--- src/rtl/replay_writer.sv ---
`timescale 1ns/1ps
// Purpose: replays a swept register window from a golden source RF into a target RF, one write per distinct address.
// Latency: replay_addr_i sampled at cycle N -> dst_we_o at N+2 (one cycle for the source read, one for the write register).
// Backpressure: none; the controller paces the sweep, repeated/held addresses are dropped, an early drop of fetch_block_i flags incomplete_o.
module replay_writer #(
    parameter int ADDR_WIDTH = 5,
    parameter int DATA_WIDTH = 32,
    parameter int SKIP_ZERO  = 1
) (
    input  logic                  clk,
    input  logic                  rst_n,
    input  logic                  fetch_block_i,
    input  logic [ADDR_WIDTH-1:0] replay_addr_i,
    output logic [ADDR_WIDTH-1:0] src_raddr_o,
    input  logic [DATA_WIDTH-1:0] src_rdata_i,
    output logic                  dst_we_o,
    output logic [ADDR_WIDTH-1:0] dst_waddr_o,
    output logic [DATA_WIDTH-1:0] dst_wdata_o,
    output logic                  busy_o,
    output logic                  done_o,
    output logic                  incomplete_o
);

    localparam int NUM_REG = 2**ADDR_WIDTH;

    typedef enum logic [1:0] {
        IDLE   = 2'd0,
        REPLAY = 2'd1,
        DRAIN  = 2'd2,
        DONE   = 2'd3
    } state_t;

    state_t                  state;
    state_t                  state_nxt;

    logic                    valid_s1;
    logic [ADDR_WIDTH-1:0]   addr_s1;
    logic                    first;
    logic [ADDR_WIDTH-1:0]   last_addr;
    logic [NUM_REG-1:0]      bitmap;
    logic [NUM_REG-1:0]      req_mask;
    logic                    bitmap_full;
    logic                    pend;
    logic                    armed;
    logic                    zero_blocked;
    logic                    issue;
    logic                    start;
    logic                    pipe_empty;

    // Completion mask: address 0 is excluded when it is never written.
    always_comb begin
        req_mask = '1;
        if (SKIP_ZERO != 0) begin
            req_mask[0] = 1'b0;
        end
    end

    assign bitmap_full  = ((bitmap & req_mask) == req_mask);
    assign zero_blocked = (SKIP_ZERO != 0) && (replay_addr_i == '0);
    // A read issues only on a fresh address; holding or repeating an address never duplicates a write.
    assign issue        = (state == REPLAY) && fetch_block_i && !bitmap_full &&
                          (first || (replay_addr_i != last_addr)) && !zero_blocked;
    // armed blocks a fetch that was already high across reset release; pend keeps a request seen in DONE.
    assign start        = (state == IDLE) && ((fetch_block_i && armed) || pend);
    assign pipe_empty   = !valid_s1 && !dst_we_o;

    assign src_raddr_o  = (state == REPLAY) ? replay_addr_i : '0;
    assign busy_o       = (state == REPLAY) || (state == DRAIN) || valid_s1 || dst_we_o;
    assign done_o       = (state == DONE);

    // Next-state decode.
    always_comb begin
        state_nxt = state;
        case (state)
            IDLE:    if (start) state_nxt = REPLAY;
            REPLAY:  if (!fetch_block_i || bitmap_full) state_nxt = DRAIN;
            DRAIN:   if (pipe_empty) state_nxt = bitmap_full ? DONE : IDLE;
            DONE:    state_nxt = IDLE;
            default: state_nxt = IDLE;
        endcase
    end

    // State register.
    always_ff @(posedge clk or negedge rst_n) begin
        if (!rst_n) begin
            state <= IDLE;
        end else begin
            state <= state_nxt;
        end
    end

    // Replay bookkeeping: start qualification, address-change tracking and the sticky abort flag.
    always_ff @(posedge clk or negedge rst_n) begin
        if (!rst_n) begin
            armed        <= 1'b0;
            pend         <= 1'b0;
            first        <= 1'b0;
            last_addr    <= '0;
            incomplete_o <= 1'b0;
        end else begin
            if (!fetch_block_i) begin
                armed <= 1'b1;
            end
            if (state == DONE) begin
                pend <= fetch_block_i;
            end else if (state == IDLE) begin
                pend <= 1'b0;
            end
            if (start) begin
                first     <= 1'b1;
                last_addr <= '0;
            end else if (state == REPLAY) begin
                first <= 1'b0;
                if (fetch_block_i) begin
                    last_addr <= replay_addr_i;
                end
            end
            // Leaving DRAIN decides the flag: set on an aborted window, cleared by a completed one.
            if ((state == DRAIN) && pipe_empty) begin
                incomplete_o <= !bitmap_full;
            end
        end
    end

    // Written-address bitmap, cleared at the start of every replay window.
    always_ff @(posedge clk or negedge rst_n) begin
        if (!rst_n) begin
            bitmap <= '0;
        end else if (start) begin
            bitmap <= '0;
        end else if (dst_we_o) begin
            bitmap[dst_waddr_o] <= 1'b1;
        end
    end

    // Stage 1: remember which address was read from the source this cycle.
    always_ff @(posedge clk or negedge rst_n) begin
        if (!rst_n) begin
            valid_s1 <= 1'b0;
            addr_s1  <= '0;
        end else begin
            valid_s1 <= issue;
            if (issue) begin
                addr_s1 <= replay_addr_i;
            end
        end
    end

    // Stage 2: register the target write once the source data has returned.
    always_ff @(posedge clk or negedge rst_n) begin
        if (!rst_n) begin
            dst_we_o    <= 1'b0;
            dst_waddr_o <= '0;
            dst_wdata_o <= '0;
        end else begin
            dst_we_o <= valid_s1;
            if (valid_s1) begin
                dst_waddr_o <= addr_s1;
                dst_wdata_o <= src_rdata_i;
            end
        end
    end

endmodule

--- config.mk ---
export PLATFORM = sky130hd
export DESIGN_NAME = replay_writer
export DESIGN_NICKNAME = d
export VERILOG_FILES = /design/src/rtl/replay_writer.sv
export SDC_FILE = /design/constraint.sdc
export NUM_CORES = 1
export LEC_CHECK = 0
export CELL_PAD_IN_SITES_DETAIL_PLACEMENT = 2
export CELL_PAD_IN_SITES_GLOBAL_PLACEMENT = 2
export CORE_MARGIN = 8
export CORE_UTILIZATION = 34
export DETAILED_ROUTE_END_ITERATION = 12
export PLACE_DENSITY = 0.91
export SYNTH_ARGS = -nofsm -noshare
export SYNTH_HDL_FRONTEND = slang
export SYNTH_SLANG_ARGS = --single-unit
--- constraint.sdc ---
create_clock -name clk -period 4.8 [get_ports clk]
set_input_delay 0.96 -clock clk [delete_from_list [all_inputs] [get_ports clk]]
set_output_delay 0.96 -clock clk [all_outputs]
set_load 0.005 [all_outputs]
==> flow_summary.json, run 1 <==
{
  "synthCells": 287,
  "fmax_mhz": 311,
  "clk_path_buf_depth": 2,
  "timing.final.hold_violations": 0,
  "outcome": "finished clean",
  "worst_slack_ps": 1580,
  "critPathCaptureType": "output port",
  "io_buffer_count": 85,
  "rsz0062_at_grt": "no",
  "wl_met3_um": 385,
  "drc": 0,
  "drv_slew": 0,
  "multi_input_area_mm2": 0.00132,
  "ys_warn_count": 0,
  "cts.sink_count": 86,
  "arrival_ps": 2260,
  "routed_via_density": 5.03,
  "drive_gt1_frac": 0.182,
  "highest_layer": "met4",
  "power_mw": 2.85,
  "synth_compound_area_frac": 0.0840,
  "io_pins": 86,
  "irDropWorstVdd_uv": 236,
  "avgSynthCellArea_um2": 12.3,
  "finalSetupTns_ps": 0,
  "die_area_mm2": 0.0139,
  "vias": 2592,
  "grt_max_degree": 87,
  "synth_xor_area_frac": 0.0124,
  "core_mm2": 0.0102,
  "power_density_mw_per_mm2": 602,
  "min_period_ps": 3220,
  "cts_root_buf": "clkbuf_8",
  "relSlewSlack": 0.200,
  "wl_per_cell_um": 21.1,
  "hp-class": "reg -> reg",
  "r2r_slack_ps": 2740,
  "cts_max_level": 3,
  "grt_pass1_wl_mm": 17.7,
  "gr-total-overflow": 0,
  "synth-seq-cells": 86,
  "grt_use_total": 0.164,
  "clk_latency_ps": 360,
  "dpl.hpwl_mm": 8.04,
  "gp_congestion": 0.758,
  "dp_slack_ps": 1590,
  "ant_nets": 0,
  "fp.dieW_um": 118,
  "met1Wirelength_mm": 4.13,
  "crit_fanout": 5,
  "period_share": 0.671,
  "p_leak_nw": 2.06,
  "die_y_um": 118,
  "wl_met2_mm": 6.18,
  "dr.pass1.iters": 4,
  "worst_pin_slew_ps": 1200,
  "synthAdderAreaFrac": 0.0142,
  "timing.rr.end": "addr_s1[0]",
  "register_area_mm2": 0.00215,
  "hold_path.startpoint": "armed",
  "drt_iter0_drc": 51,
  "antenna_found_initial": 0,
  "synth.largest_area_cell": "dfrtp_1",
  "synth_top_family_by_area": "multiplexers",
  "cp_data_required_time_ps": 3840,
  "yosysSeqAreaShare": 0.609,
  "cts.repair.resized": 0,
  "numCtsBuffers": 9,
  "r2r-start": "bitmap[16]",
  "syn_nets": 331,
  "layoutNonFillerInstCount": 515,
  "cts_hold_buf": 0,
  "nNetsFinal": 418,
  "synth_top_area_frac": 0.609,
  "synth_area_leaders": "dfrtp_1 (61%), mux2_2 (12%), a21oi_1 (5.7%)",
  "start_util": 0.347,
  "muxShareOfSynthArea": 0.139,
  "r2r_cells": 5,
  "wirelength_mm": 10.9,
  "diodes": 0,
  "yosys.area_share.simple": 0.124,
  "num_rows": 37,
  "post_cts_buffers": 0,
  "final_core_util": 0.466,
  "layout_common_cells": "dfrtp_1 (86), clkdlybuf4s50_1 (84), a21oi_1 (40), mux2_2 (37), nor2_1 (34)",
  "critical_path_class": "in -> out",
  "ys_types": 37,
  "holdPathEnd": "armed",
  "start_kind": "primary input",
  "tritoncts": "yes",
  "num-fill-cells": 1052,
  "placed_cells": 499,
  "finalClockSkew_ps": 9.72,
  "netlist_area_mm2": 0.00353,
  "grt_pass1_vias": 3103,
  "setup_viol": 0,
  "syn_to_final_growth_pct": 34.3,
  "final_common_cell": "dfrtp_1",
  "drv_cap": 0,
  "whs_path_depth": 1,
  "path_clk_slew_ps": 80
}
-- worst max-delay path by stage --
stage | cells after the start | slack (ps) | end | start
final | 3 | 1580 | src_raddr_o[2] | replay_addr_i[2]
after global routing | 3 | 1550 | src_raddr_o[2] | replay_addr_i[2]
after global placement | 3 | 1600 | src_raddr_o[2] | replay_addr_i[2]
after detailed placement | 3 | 1590 | src_raddr_o[2] | replay_addr_i[2]
after CTS | 3 | 1580 | src_raddr_o[2] | replay_addr_i[2]
after floorplan | 3 | 2560 | addr_s1[0] | replay_addr_i[0]
-- per-layer routing --
| layer | GRT usage | vias to the layer above |
|---|---|---|
| met1 | 0.166 | 1345 |
| met4 | 0.0552 | 0 |
| met5 | 0 | - |
| met2 | 0.314 | 66 |
| met3 | 0.0441 | 16 |
| li1 | - | 1165 |
-- per-stage QoR --
stage               hold WS (ps)  instance area [um2]
detailed placement           463                 4520
global route                 513                 4740
global placement             453                 4520
floorplan                    406                 3530
finish                       484                 4740
CTS                          488                 4740
-- power breakdown --
part | total, mW | internal (mW) | switching, mW
clock network | 0.549 | 0.284 | 0.265
logic | 1.11 | 0.658 | 0.450
registers | 1.20 | 0.987 | 0.210
-- cell usage after synthesis --
cell type,count
dfrtp_1,86
a21oi_1,40
mux2_2,37
nor2_1,34
nand2_1,18
nand4_1,8
buf_1,6
mux2_4,5
nor3b_1,5
and2_1,4
ha_1,4
inv_1,4
xnor2_1,4
and3b_1,3
clkbuf_1,3
and2_2,2
and3_1,2
nor4_2,2
o22a_1,2
a21boi_0,1
a21o_1,1
a2bb2oi_1,1
a31oi_1,1
buf_2,1
clkbuf_2,1
nand2b_1,1
nand3_1,1
nor2b_1,1
nor3_1,1
o2111ai_4,1
o21a_1,1
o21ai_0,1
o21ba_1,1
or3_1,1
or3_4,1
or4_4,1
xor2_1,1
-- logic make-up (layout without fill, tap and decap cells) --
group,Yosys count,in the layout
AND/OR/NAND/NOR,85,85
flip-flops,86,86
XOR/XNOR,5,5
adder cells (fa/ha/maj),4,4
buffers and inverters,15,107
multiplexers,42,42
AO/OA/AOI/OAI,50,50
-- state kept, by name, summed over array words and instances, names as in the netlist --
register / count
dst_wdata_o: 32
bitmap: 31
addr_s1: 5
dst_waddr_o: 5
last_addr: 5
state: 2
armed: 1
dst_we_o: 1
first: 1
incomplete_o: 1
pend: 1
valid_s1: 1
-- worst max-delay path, cell delays in order --
cell and delay, ps:
clkdlybuf4s50_1 620, and2_1 180, clkdlybuf4s50_1 510
-- area by class of cell --
class                      instances  share of cell area
sequential                        86               0.454
multi-input combinational        186               0.279
timing repair buffer              87               0.182
tap                              136              0.0359
clock buffer                      12              0.0348
clock inverter                     4              0.0113
inverter                           4             0.00317
Note: power is estimated with default switching activity, not from simulation.
==> run 2: changes to the inputs <==
--- a/config.mk
+++ b/config.mk
@@ -8,9 +8,9 @@
 export CELL_PAD_IN_SITES_DETAIL_PLACEMENT = 2
 export CELL_PAD_IN_SITES_GLOBAL_PLACEMENT = 2
 export CORE_MARGIN = 8
-export CORE_UTILIZATION = 34
+export CORE_UTILIZATION = 32
 export DETAILED_ROUTE_END_ITERATION = 12
-export PLACE_DENSITY = 0.91
+export PLACE_DENSITY = 0.87
 export SYNTH_ARGS = -nofsm -noshare
 export SYNTH_HDL_FRONTEND = slang
 export SYNTH_SLANG_ARGS = --single-unit
==> constraint.sdc (replaced) <==
create_clock -name clk -period 3.35 [get_ports clk]
set_input_delay 0.67 -clock clk [delete_from_list [all_inputs] [get_ports clk]]
set_output_delay 0.67 -clock clk [all_outputs]
set_load 0.005 [all_outputs]
==> run 2 against run 1 <==
Combinational power is 42% higher. Sequential share of layout area about the same. Count of clock-buffer cells in the layout is the same. Global-route usage shrank 1.3 points. Critical path type is now reg -> out. Critical endpoint is now busy_o.
==> flow_summary.json, run 2 (same netlist as run 1, synthesis figures left out) <==
{
  "layout_common_cells": "dfrtp_1 (86), clkdlybuf4s50_1 (84), a21oi_1 (40), mux2_2 (37), nor2_1 (34)",
  "irDropWorstVdd_uv": 398,
  "routed_via_density": 5.00,
  "hold-worst-slack_ps": 492,
  "diodes": 0,
  "p_sw_frac": 0.318,
  "grt_use_total": 0.150,
  "syn_to_final_growth_pct": 34.3,
  "tritoncts": "yes",
  "die_area_mm2": 0.0147,
  "largestRegisters": "dst_wdata_o: 32 flops, bitmap: 31 flops",
  "cts.sink_count": 86,
  "startpoint": "state[0]",
  "wirelength_mm": 10.5,
  "num_rows": 38,
  "gr-total-overflow": 0,
  "rsz0062_at_grt": "no",
  "arrival_ps": 2040,
  "outcome": "finished clean",
  "antenna_found_initial": 0,
  "critical_path_class": "reg -> out",
  "r2r-start": "bitmap[20]",
  "netSwitchingPower_mw": 1.30,
  "clk_path_buf_depth": 2,
  "min_period_ps": 2710,
  "start_util": 0.327,
  "fp.dieW_um": 121,
  "drv_cap": 0,
  "relSlewSlack": 0.222,
  "hold_path.startpoint": "pend",
  "slowest_delay_ps": 450,
  "finalClockSkew_ps": 10.1,
  "p_leak_nw": 2.06,
  "crit_chain": "inv_1, ha_1, or3_1, clkdlybuf4s50_1",
  "cts_root_buf": "clkbuf_8",
  "top_register": "dst_wdata_o",
  "p_int_mw": 2.80,
  "core_mm2": 0.0108,
  "crit_fanout": 5,
  "nNetsFinal": 418,
  "r2r_cells": 5,
  "path_clk_slew_ps": 80,
  "vias": 2594,
  "r2r_slack_ps": 1380,
  "grt_pass1_vias": 3058,
  "final_common_cell": "dfrtp_1",
  "cts.repair.resized": 0,
  "io_buffer_count": 85,
  "placed_cells": 503,
  "numCtsBuffers": 9,
  "largest_reg_flops": 32,
  "power_frac_seq": 0.416,
  "timing.final.hold_violations": 0,
  "final_area_mm2": 0.00474,
  "fmax_mhz": 369,
  "cts_max_level": 3,
  "timing.rr.end": "addr_s1[2]",
  "ant_nets": 0,
  "cpMaxStageDelayCell": "dfrtp_1",
  "worstSetupEndpoint": "busy_o",
  "hp-class": "reg -> reg",
  "drive_gt1_frac": 0.177,
  "dr.pass1.iters": 4,
  "power_density_mw_per_mm2": 864,
  "wl_per_cell_um": 20.3,
  "layoutNonFillerInstCount": 519,
  "cp_data_required_time_ps": 2680,
  "placed_area_mm2": 0.00453,
  "worst_pin_slew_ps": 1160,
  "start_kind": "register",
  "io_pins": 86,
  "finalSetupTns_ps": 0,
  "post_cts_buffers": 0,
  "p_comb_frac": 0.387,
  "dpl.hpwl_mm": 7.24,
  "gp_congestion": 0.716,
  "die_y_um": 121,
  "critPathCaptureType": "output port",
  "grt_max_degree": 87,
  "grt_pass1_wl_mm": 17.0,
  "clockPowerShare": 0.197,
  "setup_viol": 0,
  "period_share": 0.809,
  "drc": 0,
  "drt_iter0_drc": 78,
  "cts_hold_buf": 0,
  "drv_slew": 0,
  "clk_latency_ps": 360
}
==> run 2: stage by stage <==
| step | power [mW] | utilization | setup WS, ps |
|---|---|---|---|
| CTS | 4.17 | 0.439 | 606 |
| finish | 4.10 | 0.439 | 641 |
| global placement | 3.21 | 0.420 | 739 |
| detailed placement | 3.32 | 0.420 | 701 |
| floorplan | 2.41 | - | 1400 |
| global route | 4.35 | 0.439 | 515 |
==> run 2: final cells by class <==
type,instances,area (um2)
tap,140,175
timing repair buffer,87,863
clock inverter,4,70.1
fill,1078,6050
multi-input combinational,186,1320
inverter,4,15.0
sequential,86,2150
clock buffer,12,145
==> run 2: worst min path at each step <==
stage                      end  slack (ps)  cells past startpoint
floorplan           addr_s1[0]         370                      0
global placement         armed         450                      1
detailed placement        pend         480                      2
CTS                       pend         500                      2
global route        bitmap[26]         530                      2
finish                    pend         490                      2
==> run 2: metal layers <==
| layer | track usage | vias up | routed length, um | share of wire |
|---|---|---|---|---|
| met5 | 0 | - | 0 | 0 |
| met4 | 0.0656 | 0 | 220 | 0.021 |
| met3 | 0.0568 | 17 | 795 | 0.076 |
| met2 | 0.250 | 74 | 5320 | 0.51 |
| met1 | 0.169 | 1332 | 4170 | 0.40 |
| li1 | - | 1171 | - | - |
==> run 2: power by group through the flow <==
stage	Sequential, mW	Clock [mW]	Combinational, mW
final	1.71	0.806	1.58
after global routing	1.76	0.856	1.73
after CTS	1.71	0.832	1.62
after detailed placement	1.73	0	1.59
after global placement	1.69	0	1.52
after floorplan	1.66	0	0.749
==> run 2: worst max-delay path: cells and delay by family, from the launching register on <==
kind	cells	cell delay (ps)
buffers and inverters	2	540
and+or+nand+nor	1	380
adders and majority gates	1	320
DFF	1	450
==> RTL edit 1: new RTL, config.mk and constraints of run 2 <==
Put a register stage on the outputs `src_raddr_o`, `busy_o` and `done_o`, cleared by the reset. The values now appear one clock later. The other outputs are not delayed to match.
--- a/src/rtl/replay_writer.sv
+++ b/src/rtl/replay_writer.sv
@@ -66,5 +66,13 @@
 
-    assign src_raddr_o  = (state == REPLAY) ? replay_addr_i : '0;
-    assign busy_o       = (state == REPLAY) || (state == DRAIN) || valid_s1 || dst_we_o;
-    assign done_o       = (state == DONE);
+    always_ff @(posedge clk or negedge rst_n) begin
+        if (!rst_n) begin
+            src_raddr_o <= '0;
+            busy_o      <= '0;
+            done_o      <= '0;
+        end else begin
+            src_raddr_o <= (state == REPLAY) ? replay_addr_i : '0;
+            busy_o      <= (state == REPLAY) || (state == DRAIN) || valid_s1 || dst_we_o;
+            done_o      <= (state == DONE);
+        end
+    end
 
Formal check against the unedited RTL: not equivalent (a bounded check fails within 4 cycles, from zero or initial values and one cycle with rst_n low).
==> RTL edit 1 against run 2 <==
- sequential cell count is 7 higher
- synthesized cell count is 2.4% higher
- synthesized area rose by 5.0%
- total power is 10% higher
- final area grew 6.4%
- routed wire length up 1.6%
- non-clock buffer count up 2
- setup slack better by 0.42 ns
- critical path type is now input port to register
==> RTL edit 1: results <==
group,metric,value,unit
layout,final.fill_count,1167,
power_and_ir_drop,seq_power,1.84,mW
power_and_ir_drop,powerDensity,893,nW/µm²
layout,bufAreaShareNonClock,0.174,
power_and_ir_drop,comb_power_share,0.348,
placement,gp_congestion,0.762,
critical_path,ff2ff_setup_slack,1.41,ns
power_and_ir_drop,p_sw,1.39,mW
layout,clk_share,0.0642,
worst_hold_path,hold_class,"input port to async pin",
grt,grt_max_degree,71,
grt,antenna_found_initial,0,
placement,dpl.hpwl,7290,µm
power_and_ir_drop,leakage,2.21,nW
critical_path,r2r-start,"state[1]$_DFFE_PN0P_",
placement,dp.cells,515,
grt,grt_pass1_wl,17500,µm
layout,nFlopsAndLatches,93,
clock_tree,ctsRootBufferMaster,"clkbuf_16",
drt,drt_pre_antenna_iters,4,
drt,wl_per_cell,20.1,µm
outcome,status,"completed",
synth,syn_inst,294,
critical_path,worstSetupEndpointType,"register",
synth,ys_seq_area_frac,0.628,
synth,yosysWarnings,0,
critical_path,timing.rr.end,"addr_s1[1]$_DFFE_PN0P_",
power_and_ir_drop,vdd_drop_max,0.378,mV
drt,via_count,2664,
grt,grt_pass1_vias,3136,
critical_path,critPathMaxFanout,6,
timing,tightest_slew,0.946,ns
synth,synthArstFlopShare,1.00,
layout,seqCellArea,2330,µm²
clock_tree,h-tree-depth,3,
placement,place_area,4720,µm²
critical_path,slowest_stage,"clkdlybuf4s50_1",
layout,num-nets-final,427,
critical_path,reg2reg_depth,5,
layout,n_antenna_cell,0,
layout,multi_input_area,1320,µm²
floorplan,row_count,39,
synth,synthTopCellsByArea,"dfrtp_1, mux2_2, a21oi_1",
timing,hold_ws,0.444,ns
critical_path,worstPathArrival,2.51,ns
clock_tree,worst_skew_pair.late_latency,0.34,ns
layout,multi_input_area_share,0.262,
synth,netlist_top_cells_count,"dfrtp_1, a21oi_1, mux2_2",
drt,drt_iter0_drc,98,
timing,finClkSkew,0.00881,ns
drt,wl,10700,µm
grt,grt_util_all_layers,0.150,
critical_path,crit_path_start,"replay_addr_i[2]",
timing,worst_slack,1.06,ns
synth,synth_fp_nets,338,
critical_path,crit_path_max_incr_delay,0.64,ns
placement,dp_slack,0.769,ns
layout,drive_gt1_frac,0.183,
layout,nNonClkBuffers,89,
placement,port_buffers,85,
[RTL edit 1: changes by cell type after synthesis]
cell	before	now
dfrtp_1	86	93
buf_1	6	7
clkbuf_1	3	2
[RTL edit 1: kinds of logic after synthesis]
| logic type | count (synthesis) | synth area share |
|---|---|---|
| AOI/OAI and AO/OA | 50 | 0.0800 |
| xor gates and xnor gates | 5 | 0.0118 |
| adders and majority gates | 4 | 0.0135 |
| buffers and inverters | 15 | 0.0159 |
| DFF | 93 | 0.628 |
| muxes | 42 | 0.133 |
| and+or+nand+nor | 85 | 0.118 |
[RTL edit 1: worst register-to-register path: cells and delay by family (launching register included)]
family          cells  cell delay (ns)
flops               1             0.44
simple gates        1             0.35
mux                 1             0.35
fa+ha+maj           1             0.32
compound gates      1             0.25
buf+inv             1             0.12
[RTL edit 1: layer usage]
metal | global-route usage | share of wire
met5 | 0 | 0
met4 | 0.0542 | 0.014
met3 | 0.0426 | 0.066
met2 | 0.267 | 0.51
met1 | 0.167 | 0.41
==> RTL edit 2: new RTL, settings of run 2 <==
Without the edit above. `DATA_WIDTH`: 32 -> 24.
--- a/src/rtl/replay_writer.sv
+++ b/src/rtl/replay_writer.sv
@@ -6,3 +6,3 @@
     parameter int ADDR_WIDTH = 5,
-    parameter int DATA_WIDTH = 32,
+    parameter int DATA_WIDTH = 24,
     parameter int SKIP_ZERO  = 1
Ports: changed (resized dst_wdata_o and src_rdata_i); port bits go from 86 to 70. The function was not compared with the original's and may differ.
==> RTL edit 2 against run 2 <==
- largest power group unchanged
- setup slack improved by 0.039 ns
- total power is 8.7% lower
- clock skew up 0.0027 ns
- die area shrank 7.1%
- routed wire length fell by 13%
- sequential cell count down 8
- synthesized cell count down 5.9%
- final area is 9.3% lower
- via count shrank 9.9%
- synthesized area down 8.2%
==> RTL edit 2: results <==
group,metric,value,unit
clock_tree,cts_max_path_buffers,2,
timing,slew_headroom,0.328,
synth,synthArstFlopShare,1.00,
placement,dpl.hpwl,6460,µm
clock_tree,worst_skew_pair.late_latency,0.34,ns
clock_tree,cts_made_buffers,9,
grt,grt_util_all_layers,0.146,
power_and_ir_drop,leakage,1.91,nW
layout,largest_registers,"bitmap: 31 flops, dst_wdata_o: 24 flops",
placement,port_buffers,69,
drt,wl_per_cell,19.1,µm
grt,antenna_found_initial,0,
drt,drt_iter0_drc,59,
synth,synthTopCellsByArea,"dfrtp_1, mux2_2, a21oi_1",
power_and_ir_drop,p_sw,1.21,mW
critical_path,critPathMaxFanout,5,
outcome,status,"completed",
drt,drt_pre_antenna_iters,4,
synth,synth_fp_nets,306,
synth,yosys.cell_types.count,35,
timing,finClkSkew,0.0128,ns
synth,yosysWarnings,0,
layout,num-nets-final,378,
layout,final.fill_count,1022,
drt,via_count,2338,
worst_hold_path,hold_class,"register to register",
timing,fin_crit_sh,0.797,
critical_path,crit_path_start,"replay_addr_i[2]",
placement,place_area,4080,µm²
critical_path,ff2ff_setup_slack,1.22,ns
synth,netlist_top_cells_count,"dfrtp_1, a21oi_1, nor2_1",
layout,n_antenna_cell,0,
critical_path,reg2reg_depth,6,
critical_path,r2r-start,"state[1]$_DFFE_PN0P_",
critical_path,timing.rr.end,"addr_s1[1]$_DFFE_PN0P_",
synth,yosys_most_used_dff,"dfrtp_1",
critical_path,cp-endpoint,"src_raddr_o[2]",
power_and_ir_drop,vdd_drop_max,0.424,mV
layout,drive_gt1_frac,0.173,
grt,grt_pass1_vias,2850,
synth,ys_seq_area_frac,0.602,
clock_tree,cts_setup_buffers,0,
placement,gp_congestion,0.774,
grt,grt_pass1_wl,15100,µm
grt,grt_max_degree,79,
-- RTL edit 2: area by class of cell --
| type | instances | area, µm² | share of cell area |
|---|---|---|---|
| clock buffers | 10 | 138 | 0.0320 |
| clock inverters | 6 | 85.1 | 0.0198 |
| inverters | 4 | 15.0 | 0.00349 |
| multi-input cells | 178 | 1240 | 0.289 |
| flip-flops and latches | 78 | 1950 | 0.454 |
| well taps | 133 | 166 | 0.0387 |
| repair buffers | 71 | 703 | 0.164 |
-- RTL edit 2: critical path, stage by stage --
cell and delay, ns:
clkdlybuf4s50_1 0.64, and2_1 0.18, clkdlybuf4s50_1 0.51
-- RTL edit 2: layer usage --
| layer | vias to the layer above | global-route usage | share of wire | routed length, µm |
|---|---|---|---|---|
| met4 | 0 | 0.0333 | 0.0063 | 58 |
| met1 | 1196 | 0.162 | 0.41 | 3780 |
| met3 | 4 | 0.0672 | 0.083 | 760 |
| li1 | 1078 | - | - | - |
| met5 | - | 0 | 0 | 0 |
| met2 | 60 | 0.249 | 0.50 | 4540 |
-- RTL edit 2: cells by family (layout without fill, tap and decap cells) --
family          Yosys count  in the layout  share of synthesized area
simple gates             87             87                      0.144
flops                    78             78                      0.602
compound gates           48             48                     0.0857
mux                      34             34                      0.124
buf+inv                  14             91                     0.0162
xor+xnor                  5              5                     0.0135
fa+ha+maj                 4              4                     0.0154
-- RTL edit 2: power groups by stage --
stage	clock network [mW]	registers, mW	logic (mW)
final	0.786	1.54	1.41
after global routing	0.847	1.59	1.55
after CTS	0.815	1.55	1.45
after detailed placement	0	1.56	1.43
after global placement	0	1.53	1.37
after floorplan	0	1.50	0.698
-- RTL edit 2: worst min path at each step --
stage,start,to,cells after the start
finish,armed$_DFFE_PN0N_,armed$_DFFE_PN0N_,1
detailed placement,armed$_DFFE_PN0N_,armed$_DFFE_PN0N_,1
CTS,armed$_DFFE_PN0N_,armed$_DFFE_PN0N_,1
global placement,armed$_DFFE_PN0N_,armed$_DFFE_PN0N_,1
global route,armed$_DFFE_PN0N_,armed$_DFFE_PN0N_,1
floorplan,rst_n,addr_s1[0]$_DFFE_PN0P_,0
-- RTL edit 2: through the flow --
| stage | hold slack, ns | total power, mW | std cells | util |
|---|---|---|---|---|
| final | 0.479 | 3.74 | 480 | 0.438 |
| after global routing | 0.516 | 3.99 | 480 | 0.438 |
| after CTS | 0.485 | 3.81 | 480 | 0.438 |
| after detailed placement | 0.462 | 2.99 | 464 | 0.415 |
| after global placement | 0.455 | 2.89 | 464 | 0.415 |
| after floorplan | 0.374 | 2.20 | 270 | - |
